`config.mk`:
```
export PLATFORM = sky130hd
export DESIGN_NAME = markov_predictor_n_flat
export DESIGN_NICKNAME = d
export VERILOG_FILES = /design/src/rtl/markov_predictor_n_if.sv /design/src/rtl/markov_predictor_n.sv /design/src/flat_wrapper.sv
export SDC_FILE = /design/constraint.sdc
export NUM_CORES = 1
export LEC_CHECK = 0
export ABC_AREA = 1
export CAP_MARGIN = 20
export CORE_UTILIZATION = 35
export DETAILED_ROUTE_END_ITERATION = 6
export HOLD_SLACK_MARGIN = 0.02
export PLACE_DENSITY = 0.46
export SETUP_SLACK_MARGIN = 0.02
export SYNTH_ARGS = -nofsm -noshare
export SYNTH_HDL_FRONTEND = slang
export SYNTH_SLANG_ARGS = --single-unit
```
`constraint.sdc`:
```
create_clock -name clock -period 9.1 [get_ports clock]
set_clock_uncertainty 0.2 [all_clocks]
set_input_delay 0.91 -clock clock [delete_from_list [all_inputs] [get_ports clock]]
set_output_delay 0.91 -clock clock [all_outputs]
set_load 0.02 [all_outputs]
```
`src/rtl/markov_predictor_n_if.sv`:
```
// Handshake bundle between the round sequencer, the
// predictor and the scoring/display logic.
interface markov_predictor_n_if #(
  parameter int CNT_W = 8
);
  logic             in_valid;
  logic             in_ready;
  logic [1:0]       in_move;
  logic             out_valid;
  logic             out_ready;
  logic [1:0]       out_choice;
  logic [1:0]       out_pred;
  logic [CNT_W-1:0] out_count;
  logic             out_warm;
  logic             err_illegal;

  modport master (
    output in_valid,
    output in_move,
    output out_ready,
    input  in_ready,
    input  out_valid,
    input  out_choice,
    input  out_pred,
    input  out_count,
    input  out_warm,
    input  err_illegal
  );

  modport slave (
    input  in_valid,
    input  in_move,
    input  out_ready,
    output in_ready,
    output out_valid,
    output out_choice,
    output out_pred,
    output out_count,
    output out_warm,
    output err_illegal
  );
endinterface

```
`src/rtl/markov_predictor_n.sv`:
```
// Order-HIST Markov rock-paper-scissors opponent: learns
// transition counts per context and plays beats(prediction).
module markov_predictor_n #(
  parameter int          HIST      = 2,
  parameter int          CNT_W     = 8,
  parameter logic [15:0] LFSR_SEED = 16'hACE1
) (
  input logic              clock,
  input logic              reset,
  markov_predictor_n_if.slave io
);

  localparam int NUM_CTX = 3 ** HIST;
  localparam int CTX_W =
    (NUM_CTX > 1) ? $clog2(NUM_CTX) : 1;
  localparam int HC_W  = $clog2(HIST + 1);
  localparam logic [CNT_W-1:0] CMAX = '1;

  typedef enum logic [2:0] {
    CLEAR,
    IDLE,
    UPDATE,
    PREDICT,
    HOLD
  } state_t;

  state_t state_q, state_d;

  logic [CNT_W-1:0] cnt_q [NUM_CTX][3];
  logic [CNT_W-1:0] cnt_d [NUM_CTX][3];

  logic [CTX_W-1:0] clr_idx_q, clr_idx_d;
  logic [CTX_W-1:0] ctx_q, ctx_d;
  logic [HC_W-1:0]  hist_q, hist_d;
  logic [1:0]       mv_q, mv_d;
  logic             upd_warm_q, upd_warm_d;
  logic [15:0]      lfsr_q, lfsr_d;

  logic             rdy_q, rdy_d;
  logic             vld_q, vld_d;
  logic             err_q, err_d;
  logic [1:0]       choice_q, choice_d;
  logic [1:0]       pred_q, pred_d;
  logic [CNT_W-1:0] count_q, count_d;
  logic             warm_q, warm_d;

  logic [CNT_W-1:0] c0, c1, c2, cmx;
  logic [2:0]       tie;
  logic [1:0]       rnd3, arg;

  function automatic logic [1:0] beats(
    input logic [1:0] m
  );
    case (m)
      2'b00:   beats = 2'b10;
      2'b01:   beats = 2'b00;
      default: beats = 2'b01;
    endcase
  endfunction

  assign c0 = cnt_q[ctx_q][0];
  assign c1 = cnt_q[ctx_q][1];
  assign c2 = cnt_q[ctx_q][2];

  assign rnd3 = (lfsr_q[1:0] == 2'b11)
              ? {1'b0, lfsr_q[2]} : lfsr_q[1:0];

  // Argmax over the current context; ties broken by LFSR.
  always_comb begin
    cmx = c0;
    if (c1 > cmx) cmx = c1;
    if (c2 > cmx) cmx = c2;
    tie = {c2 == cmx, c1 == cmx, c0 == cmx};
    arg = rnd3;
    unique case (tie)
      3'b111:  arg = rnd3;
      3'b011:  arg = lfsr_q[0] ? 2'd1 : 2'd0;
      3'b101:  arg = lfsr_q[0] ? 2'd2 : 2'd0;
      3'b110:  arg = lfsr_q[0] ? 2'd2 : 2'd1;
      3'b001:  arg = 2'd0;
      3'b010:  arg = 2'd1;
      3'b100:  arg = 2'd2;
      default: arg = rnd3;
    endcase
  end

  always_comb begin
    state_d    = state_q;
    cnt_d      = cnt_q;
    clr_idx_d  = clr_idx_q;
    ctx_d      = ctx_q;
    hist_d     = hist_q;
    mv_d       = mv_q;
    upd_warm_d = upd_warm_q;
    lfsr_d     = {lfsr_q[14:0],
                  lfsr_q[15] ^ lfsr_q[13] ^
                  lfsr_q[12] ^ lfsr_q[10]};
    rdy_d      = rdy_q;
    vld_d      = vld_q;
    err_d      = 1'b0;
    choice_d   = choice_q;
    pred_d     = pred_q;
    count_d    = count_q;
    warm_d     = warm_q;

    unique case (state_q)
      CLEAR: begin
        for (int m = 0; m < 3; m++)
          cnt_d[clr_idx_q][m] = '0;
        clr_idx_d = clr_idx_q + CTX_W'(1);
        if (clr_idx_q == CTX_W'(NUM_CTX - 1)) begin
          clr_idx_d = '0;
          state_d   = IDLE;
          rdy_d     = 1'b1;
        end
      end

      IDLE: begin
        if (io.in_valid && rdy_q) begin
          if (io.in_move == 2'b11) begin
            err_d = 1'b1;
          end else begin
            mv_d    = io.in_move;
            rdy_d   = 1'b0;
            state_d = UPDATE;
          end
        end
      end

      UPDATE: begin
        // The warm flag reflects history before this move.
        upd_warm_d = (hist_q != HC_W'(HIST));
        if (hist_q == HC_W'(HIST)) begin
          if (cnt_q[ctx_q][mv_q] == CMAX) begin
            for (int m = 0; m < 3; m++)
              cnt_d[ctx_q][m] = cnt_q[ctx_q][m] >> 1;
            cnt_d[ctx_q][mv_q] =
              (CMAX >> 1) + CNT_W'(1);
          end else begin
            cnt_d[ctx_q][mv_q] =
              cnt_q[ctx_q][mv_q] + CNT_W'(1);
          end
        end else begin
          hist_d = hist_q + HC_W'(1);
        end
        ctx_d = CTX_W'((int'(ctx_q) * 3 +
                        int'(mv_q)) % NUM_CTX);
        state_d = PREDICT;
      end

      PREDICT: begin
        if (upd_warm_q) begin
          pred_d  = rnd3;
          count_d = '0;
          warm_d  = 1'b1;
        end else begin
          pred_d  = arg;
          count_d = cmx;
          warm_d  = 1'b0;
        end
        choice_d = beats(pred_d);
        vld_d    = 1'b1;
        state_d  = HOLD;
      end

      HOLD: begin
        if (io.out_ready) begin
          vld_d   = 1'b0;
          rdy_d   = 1'b1;
          state_d = IDLE;
        end
      end

      default: begin
        state_d = CLEAR;
      end
    endcase
  end

  always_ff @(posedge clock) begin
    cnt_q <= cnt_d;
    if (!reset) begin
      state_q    <= CLEAR;
      clr_idx_q  <= '0;
      ctx_q      <= '0;
      hist_q     <= '0;
      mv_q       <= '0;
      upd_warm_q <= 1'b1;
      lfsr_q     <= LFSR_SEED;
      rdy_q      <= 1'b0;
      vld_q      <= 1'b0;
      err_q      <= 1'b0;
      choice_q   <= '0;
      pred_q     <= '0;
      count_q    <= '0;
      warm_q     <= 1'b1;
    end else begin
      state_q    <= state_d;
      clr_idx_q  <= clr_idx_d;
      ctx_q      <= ctx_d;
      hist_q     <= hist_d;
      mv_q       <= mv_d;
      upd_warm_q <= upd_warm_d;
      lfsr_q     <= lfsr_d;
      rdy_q      <= rdy_d;
      vld_q      <= vld_d;
      err_q      <= err_d;
      choice_q   <= choice_d;
      pred_q     <= pred_d;
      count_q    <= count_d;
      warm_q     <= warm_d;
    end
  end

  assign io.in_ready    = rdy_q;
  assign io.out_valid   = vld_q;
  assign io.err_illegal = err_q;
  assign io.out_choice  = choice_q;
  assign io.out_pred    = pred_q;
  assign io.out_count   = count_q;
  assign io.out_warm    = warm_q;

endmodule

```
`src/flat_wrapper.sv`:
```
// flat-port wrapper written by rule: the top's interface ports become plain ports
module markov_predictor_n_flat 
#(
  parameter int          HIST      = 2,
  parameter int          CNT_W     = 8,
  parameter logic [15:0] LFSR_SEED = 16'hACE1
)
  (clock, reset, io_in_valid, io_in_move, io_out_ready, io_in_ready, io_out_valid, io_out_choice, io_out_pred, io_out_count, io_out_warm, io_err_illegal);
  markov_predictor_n_if #(.CNT_W(CNT_W)) io_i ();
  input logic clock;
  input logic reset;
  input wire logic [$bits(io_i.in_valid)-1:0] io_in_valid;
  input wire logic [$bits(io_i.in_move)-1:0] io_in_move;
  input wire logic [$bits(io_i.out_ready)-1:0] io_out_ready;
  output wire logic [$bits(io_i.in_ready)-1:0] io_in_ready;
  output wire logic [$bits(io_i.out_valid)-1:0] io_out_valid;
  output wire logic [$bits(io_i.out_choice)-1:0] io_out_choice;
  output wire logic [$bits(io_i.out_pred)-1:0] io_out_pred;
  output wire logic [$bits(io_i.out_count)-1:0] io_out_count;
  output wire logic [$bits(io_i.out_warm)-1:0] io_out_warm;
  output wire logic [$bits(io_i.err_illegal)-1:0] io_err_illegal;
  assign io_i.in_valid = io_in_valid;
  assign io_i.in_move = io_in_move;
  assign io_i.out_ready = io_out_ready;
  assign io_in_ready = io_i.in_ready;
  assign io_out_valid = io_i.out_valid;
  assign io_out_choice = io_i.out_choice;
  assign io_out_pred = io_i.out_pred;
  assign io_out_count = io_i.out_count;
  assign io_out_warm = io_i.out_warm;
  assign io_err_illegal = io_i.err_illegal;
  markov_predictor_n #(.HIST(HIST), .CNT_W(CNT_W), .LFSR_SEED(LFSR_SEED)) u_core (.clock(clock), .reset(reset), .io(io_i));
endmodule
```
==> metrics <==
Mapped Cells=about 2600; Area Overhead vs Synth=9.236%; Post-Syn Area=between 15000 and 20000 µm²; Worst Tran Pin Value=~1.2 ns; Final WS setup=around 1.3 ns; Mean Syn Cell Area=approximately 7.4 µm²; first-pass GRT wire length=130200 µm; Flop pwr share=0.474; Layout Nets=2561; Pint=2693 µW; CTS root buf=clkbuf_16; Die Wd=236.0 µm; CTS Buf Count=35; Ant. Diodes=0; residual DRC count=0; DRT Pass-1 Iters=6; Final setup viols=0; MaxCap Viol Count=0; Pins Over Slew Limit=0; vias in the first global route=18610; Clk network pwr share=0.359; ANT nets after route=0; status=complete, no violations; warning count from the yosys run=0; antenna violations before repair=2; IO Pins=22; clk buf depth=3; post_cts resized=0; Core Util, Final=0.3884; Sum Neg Setup Slack=0 ns; fin crit period=7.753 ns; syn_nets=2623; Synth async-reset ratio=0; TritonCTS Sinks=264; Worst-path clk slew=0.06 ns; sequential area share after synthesis=0.3885; combinational share of power=0.168; Post-CTS Hold Buffers=0; postcts setup bufs=0; EDFF count, synth=216; TritonCTS clock tree=done; die area=55710 µm²; CP max stage cell=buf_4; Startpoint Class=flip-flop; initial DRC count=2496; FILL cells=5644; Total Routing Usage GR=0.3162; Synth area leaders=edfxtp_1, nand2_1, nand3_1; Arr. time, crit path=8.01 ns; Core Rows=85; initial core utilization=0.3555; Die Height=about 240 µm; RSZ-0062 raised after global routing=no; Vias=between 15000 and 20000; Worst path max stage delay=between 0.8 and 0.9 ns; f_max=roughly 0.13 GHz; Post-synth top flop=edfxtp_1; largest net degree at the start of global routing=111; H-tree depth=2; RD Place Congestion=0.9518; fin crit share=0.8520; Port Buffers=21; CP required=9.36 ns; Yosys top cell area share=0.3384; GRT overflow=0; Worst Setup Path Type=flip-flop to flip-flop; Slew headroom=0.2202; top cell type by total area after synthesis=edfxtp_1; switching share of total power=0.3023; clk_lat worst skew=0.56 ns; pre-CTS setup slack=1.619 ns; routed len/inst=27.60 µm; library cells used by synthesis=50; type of destination of the critical path=flip-flop; Seq cells post-synth=264; worst hold path class=flip-flop to flip-flop; Hold Vio Cnt, Final=0; switching pwr=approximately 1200 µW; total core area=about 54000 µm²; PD cells=between 150 and 200 nW/µm²; cell mode on critical path=nand2_1; HPWL Detailed=61630 µm; worst-path fanout max=102; VDD IR-drop max=0.0001641 V; routed vias/inst=6.146; leakage dissipation=0.007825 µW; Routed WL=roughly 90000 µm; fraction of layout cells with a size suffix above 1=0.06887
==> per-layer routing <==
| metal | wire length, µm | global-route usage | vias up |
|---|---|---|---|
| met4 | 4428 | 0.1513 | 6 |
| met1 | 38320 | 0.4428 | 9599 |
| met3 | 8550 | 0.05734 | 201 |
| met5 | 45 | 0 | - |
| met2 | 37990 | 0.4678 | 1150 |
| li1 | - | - | 8939 |
==> cell usage in the layout (no fill, tap or decap), drive strengths merged, types with 2 or more instances in the layout <==
master         count
inv              310
nor3              12
o21ai            308
or2                9
nand3            225
o31ai             43
a31oi             11
o221ai            22
o211ai            60
xnor2              3
fa                 2
xor2              20
edfxtp           216
a22oi             78
o2111ai            2
nor2             190
buf               44
nand3b             5
a32o               7
ha                38
dfxtp             48
a21oi            219
nand4             13
o311ai            10
o22ai             67
a211oi             4
clkdlybuf4s50     21
clkinv            27
clkbuf            46
nand2            474
==> worst max-delay path, delay by kind of cell, from the launching register on <==
| family | cells | cell delay (ns) |
|---|---|---|
| AND/OR/NAND/NOR | 19 | 2.29 |
| adder cells (fa/ha/maj) | 2 | 0.65 |
| AO/OA/AOI/OAI | 8 | 2.30 |
| buffers and inverters | 6 | 1.60 |
| flip-flops | 1 | 0.55 |
==> worst paths after layout <==
kind                                           to  slack, ns                         start  depth (start not counted)
min                  u_core.lfsr_q[12]$_SDFF_PN0_       0.21  u_core.lfsr_q[11]$_SDFF_PN1_                          2
min reg2reg          u_core.lfsr_q[12]$_SDFF_PN0_       0.21  u_core.lfsr_q[11]$_SDFF_PN1_                          2
max reg2reg  u_core.io.out_choice[0]$_SDFFE_PN0P_       1.35  u_core.ctx_q[0]$_SDFFE_PN0P_                         35
max          u_core.io.out_choice[0]$_SDFFE_PN0P_       1.35  u_core.ctx_q[0]$_SDFFE_PN0P_                         35
==> through the flow <==
stage               std cells  total power [µW]  cell area, µm²  hold WS, ns
finish                   3237              3859           20940       0.2091
global route             3237              4015           20940       0.2280
CTS                      3237              3862           20940       0.2127
detailed placement       3174              2473           19840       0.1985
global placement         3174              2467           19840       0.1938
floorplan                2577              2227           19170       0.1905
==> power by group through the flow <==
stage | Clock (µW) | Sequential (µW) | Combinational, µW
floorplan | 0 | 1750 | 476
global placement | 0 | 1840 | 626
detailed placement | 0 | 1840 | 633
finish | 1380 | 1830 | 647
CTS | 1410 | 1820 | 634
global route | 1440 | 1850 | 720
==> cell type report <==
type                    count  area, µm²  share of cell area
repair buffers             65      553.0             0.02641
inverters                 321       1207             0.05766
multi-input cells        1828       9749              0.4656
clock inverters            17      102.6            0.004900
flip-flops and latches    264       7455              0.3560
clock buffers              46       1002             0.04786
well taps                 696      870.8             0.04159
==> synthesized netlist by cell type, types with 10 or more instances <==
| cell | number |
|---|---|
| o221ai_1 | 20 |
| inv_2 | 28 |
| buf_2 | 31 |
| xor2_1 | 20 |
| nor2_1 | 185 |
| buf_1 | 13 |
| ha_1 | 38 |
| o21ai_2 | 14 |
| clkbuf_1 | 93 |
| o22ai_1 | 67 |
| nand3_1 | 223 |
| clkinv_1 | 10 |
| nor3_1 | 12 |
| o21ai_1 | 70 |
| a21oi_1 | 218 |
| nand4_1 | 11 |
| nand2_1 | 468 |
| a22oi_1 | 78 |
| o211ai_1 | 60 |
| dfxtp_1 | 48 |
| o21ai_0 | 218 |
| edfxtp_1 | 216 |
| o31ai_1 | 43 |
| a31oi_1 | 11 |
| inv_1 | 283 |
| buf_4 | 18 |
==> cell families after synthesis <==
kind of cell | after synthesis | share of synthesized area
XOR/XNOR | 23 | 0.01051
buffers and inverters | 485 | 0.1040
AND/OR/NAND/NOR | 930 | 0.2066
AO/OA/AOI/OAI | 835 | 0.2635
adder cells (fa/ha/maj) | 40 | 0.02689
flip-flops | 264 | 0.3885
No activity file was read; power rests on OpenSTA's default activity.
